$ cat config.mk
export PLATFORM = sky130hd
export DESIGN_NAME = spike_feeder
export DESIGN_NICKNAME = d
export VERILOG_FILES = /design/src/rtl/spike_feeder.sv
export SDC_FILE = /design/constraint.sdc
export NUM_CORES = 1
export LEC_CHECK = 0
export ABC_AREA = 1
export BUFFER_PORTS_ARGS = -buffer_cell sky130_fd_sc_hd__buf_2
export CELL_PAD_IN_SITES_DETAIL_PLACEMENT = 1
export CELL_PAD_IN_SITES_GLOBAL_PLACEMENT = 1
export CORE_ASPECT_RATIO = 2
export CORE_MARGIN = 8
export CORE_UTILIZATION = 40
export CTS_CLUSTER_DIAMETER = 50
export DETAILED_ROUTE_END_ITERATION = 8
export PLACE_DENSITY_LB_ADDON = 0.2
export SETUP_SLACK_MARGIN = 0.15
export SLEW_MARGIN = 10
export SYNTH_ARGS = -nofsm -noshare
export SYNTH_HDL_FRONTEND = slang
export SYNTH_SLANG_ARGS = --single-unit
export TNS_END_PERCENT = 1
$ cat constraint.sdc
create_clock -name clk -period 2.7 [get_ports clk]
set_input_delay 0.135 -clock clk [delete_from_list [all_inputs] [get_ports clk]]
set_output_delay 0.135 -clock clk [all_outputs]
set_load 0.005 [all_outputs]
$ cat src/rtl/spike_feeder.sv
// spike_feeder: rate-coding front end for the spiking network.
// Latches one pixel frame, starts the network, then answers every sample
// request with a Bernoulli spike vector (pixel > pseudo-random threshold).
module spike_feeder #(
   parameter int          N_INPUTS  = 4,
   parameter int          PIX_W     = 8,
   parameter int          N_CYCLES  = 10,
   parameter int          CNT_W     = 5,
   parameter logic [15:0] LFSR_SEED = 16'hACE1
) (
   input  logic                      clk,
   input  logic                      rst_n,
   input  logic                      frame_valid,
   output logic                      frame_ready,
   input  logic [N_INPUTS*PIX_W-1:0] pixels,
   input  logic                      net_ready,
   output logic                      start,
   input  logic                      sample,
   output logic                      sample_ready,
   output logic [N_INPUTS-1:0]       in_spikes,
   output logic                      done
);

   localparam logic [1:0] S_IDLE  = 2'd0;
   localparam logic [1:0] S_START = 2'd1;
   localparam logic [1:0] S_SERVE = 2'd2;
   localparam logic [1:0] S_DONE  = 2'd3;

   logic [1:0]                state_q, state_d;
   logic [N_INPUTS*PIX_W-1:0] pix_q, pix_d;
   logic [15:0]               lfsr_q, lfsr_d;
   logic [CNT_W-1:0]          count_q, count_d;
   logic [N_INPUTS-1:0]       spikes_q, spikes_d;
   logic                      start_q, start_d;
   logic                      srdy_q, srdy_d;
   logic                      done_q, done_d;
   logic                      accept;
   logic                      last_req;

   // Fibonacci LFSR x^16+x^14+x^13+x^11+1, shifting left, feedback into bit 0.
   function automatic logic [15:0] lfsr_step(input logic [15:0] l);
      return {l[14:0], l[15] ^ l[13] ^ l[12] ^ l[10]};
   endfunction

   // Each lane compares its intensity against a window of the doubled LFSR
   // word starting at bit (3*i)%16, so lanes see decorrelated thresholds.
   function automatic logic [N_INPUTS-1:0] rate_code(input logic [15:0] l,
                                                     input logic [N_INPUTS*PIX_W-1:0] pix);
      logic [31:0]         d;
      logic [PIX_W-1:0]    rnd;
      logic [PIX_W-1:0]    p;
      logic [N_INPUTS-1:0] r;
      d = {l, l};
      r = '0;
      for (int i = 0; i < N_INPUTS; i++) begin
         rnd  = d[(3*i)%16 +: PIX_W];
         p    = pix[i*PIX_W +: PIX_W];
         r[i] = (p > rnd);
      end
      return r;
   endfunction

   // A request is taken only when no response is currently being shown,
   // which is what paces a held-high sample to one response every 2 cycles.
   assign accept   = sample && !srdy_q;
   assign last_req = (count_q == CNT_W'(N_CYCLES - 1));

   assign frame_ready  = rst_n && (state_q == S_IDLE);
   assign start        = start_q;
   assign sample_ready = srdy_q;
   assign in_spikes    = spikes_q;
   assign done         = done_q;

   // Next-state logic; start/sample_ready/done are single-cycle pulses.
   always_comb begin
      state_d  = state_q;
      pix_d    = pix_q;
      lfsr_d   = lfsr_q;
      count_d  = count_q;
      spikes_d = spikes_q;
      start_d  = 1'b0;
      srdy_d   = 1'b0;
      done_d   = 1'b0;
      case (state_q)
         S_IDLE: begin
            if (frame_valid) begin
               pix_d   = pixels;
               state_d = S_START;
            end
         end
         S_START: begin
            if (net_ready) begin
               start_d = 1'b1;
               state_d = S_SERVE;
            end
         end
         S_SERVE: begin
            if (accept) begin
               spikes_d = rate_code(lfsr_q, pix_q);
               srdy_d   = 1'b1;
               lfsr_d   = lfsr_step(lfsr_q);
               count_d  = count_q + CNT_W'(1);
               if (last_req) state_d = S_DONE;
            end
         end
         default: begin
            done_d   = 1'b1;
            spikes_d = '0;
            count_d  = '0;
            state_d  = S_IDLE;
         end
      endcase
   end

   // State and datapath registers with synchronous active-low reset.
   always_ff @(posedge clk) begin
      if (!rst_n) begin
         state_q  <= S_IDLE;
         pix_q    <= '0;
         lfsr_q   <= LFSR_SEED;
         count_q  <= '0;
         spikes_q <= '0;
         start_q  <= 1'b0;
         srdy_q   <= 1'b0;
         done_q   <= 1'b0;
      end else begin
         state_q  <= state_d;
         pix_q    <= pix_d;
         lfsr_q   <= lfsr_d;
         count_q  <= count_d;
         spikes_q <= spikes_d;
         start_q  <= start_d;
         srdy_q   <= srdy_d;
         done_q   <= done_d;
      end
   end

endmodule

# Yosys cells after proc, flatten, opt, wreduce, memory -nomap -nowiden
# Index checks and enable logic that the tools add are counted.
[word_totals] ff_bits=62 inputBits=37 output_inout_bits=8 word_cells=48
[op_classes] n_addsub=1 magnitude_cmp=4 eq_ne=7 muxes=12 bitwise_logic=4 reduce_logical=12
[ops] op="$gt A8 B8 Y1" n=4
[ops] op="$pmux W5 S2" n=1
[ops] op="$reduce_and A2 Y1" n=5
[ops] op="$mux W2" n=4
[ops] op="$ne A2 B2 Y1 const B" n=4
[ops] op="$pmux W4 S2" n=1
[ops] op="$pmux W2 S3" n=1
[ops] op="$add A5 B1 Y5 const B" n=1
[ops] op="$eq A5 B4 Y1 const B" n=1
[ops] op="$mux W5" n=1
[ops] op="$mux W4" n=1
[ops] op="$reduce_and A4 Y1" n=1
[ops] op="$mux W1" n=3
[ops] op="$reduce_or A3 Y1" n=1
[ops] op="$xor A1 B1 Y1" n=3
[ops] op="$eq A2 B1 Y1 const B" n=1
[ops] op="$eq A2 B2 Y1 const B" n=1
[ops] op="$logic_and A1 B1 Y1" n=2
[ops] op="$logic_not A2 Y1" n=1
[ops] op="$reduce_or A2 Y1" n=1
[ops] op="$logic_not A1 Y1" n=1
[ops] op="$not A1 Y1" n=1

# Longest topological paths before layout
# Gate-level depths: netlist of the first run.
[logic_depth] word_depth=4 mapped_depth=11 mapped_depth_nobuf=11

# Worst setup path before layout of the first run
# OpenSTA, ideal clock, no wires.
[synth_timing] path_type="flip-flop to flip-flop" start="register state_q[0]" end="register count_q[4]" setup_time_ps=112 t_arrival_ps=1288 t_required_ps=2588 setup_slack_ps=1299 stages_incl_launch_ff=9 path_buffers=0 synth_period_minus_slack_ps=1401 cell_sequence="dfxtp_1 -> inv_1 -> ha_1 -> nor2_2 -> nand2_4 -> nor3_4 -> nand3_1 -> nand2_1 -> nor2_2"
[synth_via] elab_chain_cells=4 word_cells_on_any_way=8 cone_classes="eq/ne: 3; mux: 1; bitwise: 1; reduce/logical: 3"
[synth_rtl] element="from (decl)" line_no="29" rtl="logic [1:0] state_q, state_d;"
[synth_rtl] element="from (signal assigned)" line_no="127" rtl="state_q <= state_d;"
[synth_rtl] element="$eq A2 B1 Y1 or $logic_not A2 Y1 (tied branches)" line_no="84" rtl="case (state_q)"
[synth_rtl] element="$reduce_or A2 Y1 (no line)"
[synth_rtl] element="$not A1 Y1 (no line)"
[synth_rtl] element="$reduce_and A2 Y1 (no line)"
[synth_rtl] element="to (signal assigned)" line_no="130" rtl="count_q <= count_d;"
[synth_rtl] element="to (decl)" line_no="32" rtl="logic [CNT_W-1:0] count_q, count_d;"
# Parallel ways exist; a longest one is shown, timed or not.
# A chain may end at the register's enable or synchronous reset.

# Worst setup path after layout of the first run
[layout_timing] start="register state_q[0]" end="register spikes_q[3] (netlist: in_spikes[3])"
[layout_via] elab_chain_cells=4 word_cells_on_any_way=8 cone_classes="eq/ne: 3; mux: 1; bitwise: 1; reduce/logical: 3"
[layout_rtl] element="$eq A2 B1 Y1 or $logic_not A2 Y1 (tied branches)" line_no="84"
[layout_rtl] element="$reduce_or A2 Y1 (no line)"
[layout_rtl] element="$not A1 Y1 (no line)"
[layout_rtl] element="$reduce_and A2 Y1 (no line)"
[layout_rtl] element="to (signal assigned)" line_no="131" rtl="spikes_q <= spikes_d;"
[layout_rtl] element="to (decl)" line_no="33" rtl="logic [N_INPUTS-1:0] spikes_q, spikes_d;"
# Parallel ways exist; a longest one is shown, timed or not.

==> results of run 1 <==
-- cells in the mapped netlist (all sizes together) --
cell type  instances  area (µm²)
a21o               4        30.0
clkbuf             8        31.3
nor2              80         308
xnor2              2        17.5
o21ai             44         220
xor2               1        8.76
nand2             82         323
nor3b              1        12.5
o211ai             7        52.6
nor3               3        37.5
a21oi             29         153
ha                38         475
dfxtp             62        1240
nand3              6        42.5
inv               58         223
buf                5        38.8
o22ai              1        6.26
-- sequential cells by signal, summed over array words and instances (netlist names) --
name          count
done              1
pix_q            32
lfsr_q           16
state_q           2
sample_ready      1
count_q           5
start             1
in_spikes         4
-- worst paths after layout --
| kind | to | cells after the start | slack, ns | startpoint |
|---|---|---|---|---|
| max | in_spikes[3] | 8 | 0.90 | state_q[0] |
| min | pix_q[6] | 3 | 0.05 | pixels[6] |
| max reg2reg | in_spikes[3] | 8 | 0.90 | state_q[0] |
| min reg2reg | pix_q[0] | 2 | 0.46 | pix_q[0] |
-- worst max-delay path, stage by stage (launching register included) --
cell and delay, ns:
dfxtp_1 0.33, inv_1 0.10, ha_1 0.25, nand3_4 0.33, nor3_4 0.34, nand2_1 0.08
inv_1 0.06, nand2_1 0.05, a21oi_1 0.16
-- stage by stage --
step	cell area [µm²]	std cells	total power (W)	hold slack [ns]
global placement	3500	559	0.00228	0.386
CTS	3820	575	0.00363	0.0433
detailed placement	3500	559	0.00235	0.394
finish	3820	575	0.00356	0.0533
floorplan	3220	431	0.00207	0.258
global route	3820	575	0.00385	0.0735
-- power breakdown --
group | leakage [nW] | switching (W) | internal, W
clock network | 0.154 | 0.000422 | 0.000829
logic | 1.30 | 0.000681 | 0.000390
registers | 0.509 | 0.000124 | 0.00111
-- cell families after synthesis --
group / count (synthesis)
adders and majority gates: 38
buffers and inverters: 71
and+or+nand+nor: 172
xor gates and xnor gates: 3
DFF: 62
AOI/OAI and AO/OA: 85
-- cell type report --
class	count	share of cell area (%)
flip-flops and latches	62	32.5
inverters	58	5.83
clock buffers	10	6.25
repair buffers	45	5.96
clock inverters	6	2.23
well taps	96	3.14
multi-input cells	298	44.1
-- per-layer routing --
layer	vias to the layer above	wire [µm]	GRT usage (%)
met5	-	0	0
met4	0	170	6.88
met3	10	234	3.90
met2	33	4760	30.9
met1	1353	2910	14.3
li1	1460	-	-
==> flow_metrics.env, run 1 <==
export IMPL_status="finished clean"
export IMPL_coreArea_um2=7890
export IMPL_overflow=0
export IMPL_cts_setup_buffers=0
export IMPL_cts_tree="built"
export IMPL_avgSynthCellArea_um2=7.47
export IMPL_tns_ns=0
export IMPL_finalSetupViolCount=0
export IMPL_p_leak_nw=1.96
export IMPL_vias=2856
export IMPL_yosys_area_share_simple_pct=22.5
export IMPL_cap_viol_max_count=0
export IMPL_clk_latency_ns=0.33
export IMPL_wire_per_inst_um=14.1
export IMPL_fin_nets=549
export IMPL_min_period_ns=1.80
export IMPL_ys_ff_latch=62
export IMPL_critPathKind="register to register"
export IMPL_report_final_slew_viol_count=0
export IMPL_fillCellCount=1016
export IMPL_antenna_found_initial=0
export IMPL_pwr_density_cell_nw_per_um2=931
export IMPL_synth_top_family_by_area="simple AND/OR/NAND/NOR gates"
export IMPL_critPathCaptureType="register"
export IMPL_dieWidth_um=79.5
export IMPL_syn_inst=431
export IMPL_design_die_area_um2=11400
export IMPL_hold_class="input port to register"
export IMPL_io_buffers=44
export IMPL_fmax_mhz=555
export IMPL_gp_congestion=0.818
export IMPL_grt_max_degree=38
export IMPL_io_pins=45
export IMPL_ys_warn_count=0
export IMPL_relSlewSlack_pct=74.9
export IMPL_arrival_ns=2.05
export IMPL_drc=0
export IMPL_synthMuxAreaShare_pct=0
export IMPL_final_common_cell="nand2_1"
export IMPL_rsz0062_at_grt="false"
export IMPL_worstMarginPinSlew_ns=0.377
export IMPL_cts_buffers_inserted=9
export IMPL_crit_fanout=34
export IMPL_ctsHoldBuffers=0
export IMPL_grt_usage_pct=15.8
export IMPL_layout_drive_gt1_share_pct=15.4
export IMPL_cts_sinks=62
export IMPL_synthAdderAreaFrac_pct=14.8
export IMPL_seq_area_um2=1240
export IMPL_root_buffer="clkbuf_16"
export IMPL_seq_area_frac_synth_pct=38.5
export IMPL_num_rows=46
export IMPL_area_delta_synth_final_pct=18.7
export IMPL_peakVddDrop_mv=0.470
export IMPL_final_hold_violation_count=0
export IMPL_routed_via_density=4.97
export IMPL_cp_required_ns=2.95
export IMPL_grt_pass1_wl_um=13900
export IMPL_drtIter0Drc=65
export IMPL_clockBufferDepth=2
export IMPL_place_hpwl_um=6160
export IMPL_grt_pass1_vias=3075
export IMPL_synthXorXnorAreaFrac_pct=0.816
export IMPL_synth_compound_area_share_pct=14.3
export IMPL_preCtsSetupSlack_ns=0.899
export IMPL_die_h_um=143
export IMPL_syn_nets=506
export IMPL_final_cell_mix="nand2_1, nor2_1, dfxtp_1"
export IMPL_ctsResizeCount=0
export IMPL_cp_start_kind="register"
export IMPL_clock_skew_ns=0.00573
export IMPL_start_util_pct=40.8
export IMPL_diodes=0
export IMPL_fin_ws_ns=0.899
export IMPL_path_clk_slew_ns=0.06
export IMPL_finalWirelength_um=8080
export IMPL_yosysUniqueCellTypes=28
export IMPL_htree_levels=3
export IMPL_post_route_util_pct=48.5
export IMPL_period_share_pct=66.7
export IMPL_synth_area_um2=3220
export IMPL_antenna_left=0
export IMPL_dr_pass1_iters=4
export IMPL_multi_input_area_um2=1690
Note: power is estimated with default switching activity, not from simulation.
==> inputs of run 2 (changes only) <==
clock period = 1.7 ns   (was 2.7 ns; I/O delays follow)
==> flow_metrics.env, run 2 (synthesis gave the netlist of run 1 again) <==
export IMPL_clk_latency_ns=0.34
export IMPL_clockBufferDepth=2
export IMPL_p_leak_nw=1.99
export IMPL_r2r_cells=8
export IMPL_place_hpwl_um=6280
export IMPL_layout_drive_gt1_share_pct=16.9
export IMPL_power_internal_w=0.00368
export IMPL_top_register="pix_q"
export IMPL_final_area_um2=3910
export IMPL_worstMarginPinSlew_ns=0.308
export IMPL_antenna_left=0
export IMPL_final_common_cell="nand2_1"
export IMPL_reg2reg_to="count_q[4]"
export IMPL_dpl_cell_area_um2=3520
export IMPL_finalNonFillerCells=582
export IMPL_hold_path_cell_count=3
export IMPL_report_final_slew_viol_count=0
export IMPL_drc=0
export IMPL_min_to="pix_q[22]"
export IMPL_start_util_pct=40.8
export IMPL_arrival_ns=1.73
export IMPL_top_regs="pix_q x32, lfsr_q x16, count_q x5"
export IMPL_rsz0062_at_grt="true"
export IMPL_min_period_ns=1.50
export IMPL_cp_start_kind="register"
export IMPL_diodes=0
export IMPL_antenna_found_initial=0
export IMPL_fmax_mhz=666
export IMPL_drtIter0Drc=111
export IMPL_relSlewSlack_pct=79.5
export IMPL_seqPwrFrac_pct=34.7
export IMPL_finalSetupViolCount=0
export IMPL_power_total_w=0.00569
export IMPL_critPathSlowestCell="dfxtp_1"
export IMPL_cp_top_family="simple AND/OR/NAND/NOR gates"
export IMPL_clkPwrFrac_pct=32.8
export IMPL_crit_fanout=9
export IMPL_path_clk_slew_ns=0.06
export IMPL_die_h_um=143
export IMPL_peakVddDrop_mv=0.821
export IMPL_timing_critical_path_buf_inv=1
export IMPL_final_cell_mix="nand2_1, nor2_1, dfxtp_1"
export IMPL_io_pins=45
export IMPL_vias=2893
export IMPL_grt_pass1_wl_um=13800
export IMPL_largest_register_ffs=32
export IMPL_critPathKind="register to register"
export IMPL_gp_congestion=0.800
export IMPL_cp_required_ns=1.93
export IMPL_pwr_density_cell_nw_per_um2=1460
export IMPL_coreArea_um2=7890
export IMPL_cap_viol_max_count=0
export IMPL_io_buffers=44
export IMPL_finalWirelength_um=8530
export IMPL_path_depth=8
export IMPL_cts_sinks=62
export IMPL_num_rows=46
export IMPL_post_place_cells=562
export IMPL_p_comb_share_pct=32.6
export IMPL_area_delta_synth_final_pct=21.3
export IMPL_post_route_util_pct=49.5
export IMPL_root_buffer="clkbuf_16"
export IMPL_fin_nets=556
export IMPL_period_share_pct=88.3
export IMPL_crit_path_frequent_cell="nor2_2"
export IMPL_grt_pass1_vias=3004
export IMPL_htree_levels=3
export IMPL_routed_via_density=4.97
export IMPL_clock_skew_ns=0.00611
export IMPL_tns_ns=0
export IMPL_p_sw_w=0.00201
export IMPL_dieWidth_um=79.5
export IMPL_design_die_area_um2=11400
export IMPL_overflow=0
export IMPL_grt_usage_pct=15.8
export IMPL_hold_class="input port to register"
export IMPL_critPathCaptureType="register"
export IMPL_grt_max_degree=38
export IMPL_holdCritStartpoint="pixels[22]"
export IMPL_rrSetupSlack_ns=0.20
export IMPL_cts_tree="built"
export IMPL_crit_path_cell_trace="inv_1, ha_4, nor2_2, nand2_4, nor3_4, nand3_1, nand2_1, nor2_2"
export IMPL_status="finished clean"
export IMPL_cts_buffers_inserted=9
export IMPL_wire_per_inst_um=14.7
export IMPL_max_stage_delay_ns=0.39
export IMPL_swShare_pct=35.4
export IMPL_final_hold_violation_count=0
export IMPL_dr_pass1_iters=4
export IMPL_r2r_start="state_q[1]"
run 2: metrics by stage:
stage | hold WS (ns) | worst slack [ns]
4_1_cts | 0.000748 | 0.153
5_1_grt | 0.0292 | 0.0931
6_report | 0.00153 | 0.199
3_5_place_dp | 0.345 | 0.0153
2_1_floorplan | 0.208 | 0.299
3_3_place_gp | 0.336 | 0.159
run 2: power by group through the flow:
| stage | clock (W) | combinational [W] | sequential [W] |
|---|---|---|---|
| after detailed placement | 0 | 0.00176 | 0.00200 |
| after CTS | 0.00190 | 0.00183 | 0.00198 |
| after global routing | 0.00196 | 0.00212 | 0.00201 |
| after global placement | 0 | 0.00165 | 0.00199 |
| after floorplan | 0 | 0.00135 | 0.00193 |
| final | 0.00186 | 0.00185 | 0.00197 |
run 2: metal layers:
metal	GRT usage, %	wire length [µm]	up-vias
li1	-	-	1471
met2	30.9	4950	36
met5	0	0	-
met3	3.46	233	15
met4	7.77	207	0
met1	14.3	3140	1371
run 2: what timing repair did:
item                       CTS  global route
buffers inserted             0             1
pin swaps                    0             1
resized for setup            3             7
setup endpoints to repair   33            29
hold endpoints to repair     3             0
hold buffers                 3             0
run 2: tightest hold or removal path: stages:
cell and delay [ns]:
buf_2 0.07, o21ai_0 0.07, nor2_1 0.07
run 2: how the worst max path moves through the flow:
stage               start      endpoint  slack, ns
4_1_cts        state_q[0]     lfsr_q[9]       0.15
2_1_floorplan  state_q[0]    count_q[4]       0.30
5_1_grt         lfsr_q[7]  in_spikes[0]       0.09
3_5_place_dp   state_q[0]     pix_q[21]       0.02
6_report       state_q[1]    count_q[4]       0.20
3_3_place_gp   state_q[1]     pix_q[20]       0.16
run 2: layout make-up:
cell class	instances	area (µm²)
flip-flops and latches	62	1240
repair buffers	52	292
multi-input cells	298	1730
fillers	990	3980
well taps	96	120
clock inverters	4	45.0
inverters	58	225
clock buffers	12	256
==> inputs of run 3 (changes only) <==
PLACE_DENSITY_LB_ADDON = 0.1   (was 0.2)
==> flow_metrics.env, run 3 (synthesis gave the netlist of run 1 again) <==
export IMPL_status="finished clean"
export IMPL_die_h_um=143
export IMPL_post_route_util_pct=48.8
export IMPL_wire_per_inst_um=14.2
export IMPL_layout_drive_gt1_share_pct=17.0
export IMPL_diodes=0
export IMPL_crit_fanout=9
export IMPL_top_register="pix_q"
export IMPL_cts_sinks=62
export IMPL_area_delta_synth_final_pct=19.5
export IMPL_final_hold_violation_count=0
export IMPL_gp_congestion=0.774
export IMPL_grtUsageMet3_pct=3.59
export IMPL_antenna_left=0
export IMPL_drc=0
export IMPL_fin_ws_ns=0.266
export IMPL_fin_nets=552
export IMPL_largest_register_ffs=32
export IMPL_fmax_mhz=697
export IMPL_antenna_found_initial=0
export IMPL_report_final_slew_viol_count=0
export IMPL_clk_latency_ns=0.33
export IMPL_finalSetupViolCount=0
export IMPL_vias=2820
export IMPL_p_leak_nw=1.96
export IMPL_preCtsSetupSlack_ns=-0.0110
export IMPL_rsz0062_at_grt="true"
export IMPL_num_rows=46
export IMPL_dieWidth_um=79.5
export IMPL_io_pins=45
export IMPL_htree_levels=3
export IMPL_grt_pass1_wl_um=14000
export IMPL_min_period_ns=1.43
export IMPL_root_buffer="clkbuf_16"
export IMPL_dr_pass1_iters=4
export IMPL_design_die_area_um2=11400
export IMPL_grt_max_degree=38
export IMPL_final_cell_mix="nand2_1, nor2_1, dfxtp_1"
export IMPL_start_util_pct=40.8
export IMPL_io_buffers=44
export IMPL_relSlewSlack_pct=82.0
export IMPL_routed_via_density=4.88
export IMPL_period_share_pct=84.3
export IMPL_cap_viol_max_count=0
export IMPL_final_common_cell="nand2_1"
export IMPL_coreArea_um2=7890
export IMPL_clockBufferDepth=2
export IMPL_hold_class="input port to register"
export IMPL_power_total_w=0.00543
export IMPL_critPathCaptureType="register"
export IMPL_drtIter0Drc=101
export IMPL_cp_start_kind="register"
export IMPL_worstMarginPinSlew_ns=0.268
export IMPL_clock_skew_ns=0.00450
export IMPL_path_clk_slew_ns=0.06
export IMPL_grt_pass1_vias=3066
export IMPL_arrival_ns=1.65
export IMPL_place_hpwl_um=6170
export IMPL_finalWirelength_um=8190
export IMPL_met2_usage_pct=30.0
export IMPL_cp_required_ns=1.92
export IMPL_busiest_layer="met2"
export IMPL_critPathKind="register to register"
export IMPL_peakVddDrop_mv=0.837
export IMPL_cts_buffers_inserted=9
export IMPL_cts_tree="built"
export IMPL_pwr_density_cell_nw_per_um2=1410
export IMPL_top_regs="pix_q x32, lfsr_q x16, count_q x5"
export IMPL_overflow=0
export IMPL_grtUsageMet1_pct=15.6
export IMPL_grt_usage_pct=15.9
## run 3: what timing repair did
action	in CTS	in global routing
hold buffers	0	0
setup buffers	0	1
setup endpoints to repair	37	57
pin swaps	1	1
gates resized for setup	2	10
## run 3: final timing paths
path               from          to  slack, ns  cells after the start
max          state_q[0]  count_q[4]       0.27                      8
min           pixels[5]    pix_q[5]      0.008                      3
max reg2reg  state_q[0]  count_q[4]       0.27                      8
min reg2reg    pix_q[0]    pix_q[0]       0.46                      2
## run 3: per-stage QoR
step / cell area, µm² / std cells / hold slack (ns) / TNS (ns)
final: 3850 / 578 / 0.00838 / 0
after detailed placement: 3510 / 561 / 0.348 / -0.0110
after floorplan: 3220 / 431 / 0.208 / 0
after global routing: 3850 / 578 / 0.0126 / 0
after CTS: 3790 / 577 / 0.00409 / 0
after global placement: 3510 / 561 / 0.335 / 0
## run 3: cell type report
cell class | instances | area, µm²
Multi-Input combinational cell | 298 | 1730
Sequential cell | 62 | 1240
Clock buffer | 12 | 246
Tap cell | 96 | 120
Inverter | 58 | 225
Timing Repair Buffer | 48 | 267
Clock inverter | 4 | 22.5
Fill cell | 1017 | 4040
## run 3: per-layer routing
layer  part of all wire (%)  routed length (µm)
met2                     57                4700
met3                    2.7                 224
met4                    2.0                 165
met5                      0                   0
met1                     38                3100
## run 3: power breakdown
group          internal [W]  total, W  switching [W]
clock               0.00102   0.00165       0.000635
sequential          0.00177   0.00197       0.000200
combinational      0.000686   0.00180        0.00112
## run 3: worst max-delay path, stage by stage (launching register included)
cell and delay (ns):
dfxtp_1 0.38, inv_2 0.09, ha_4 0.21, nor2_2 0.16, nand2_4 0.12, nor3_4 0.16, nand3_1 0.09, nand2_1 0.09
nor2_2 0.03
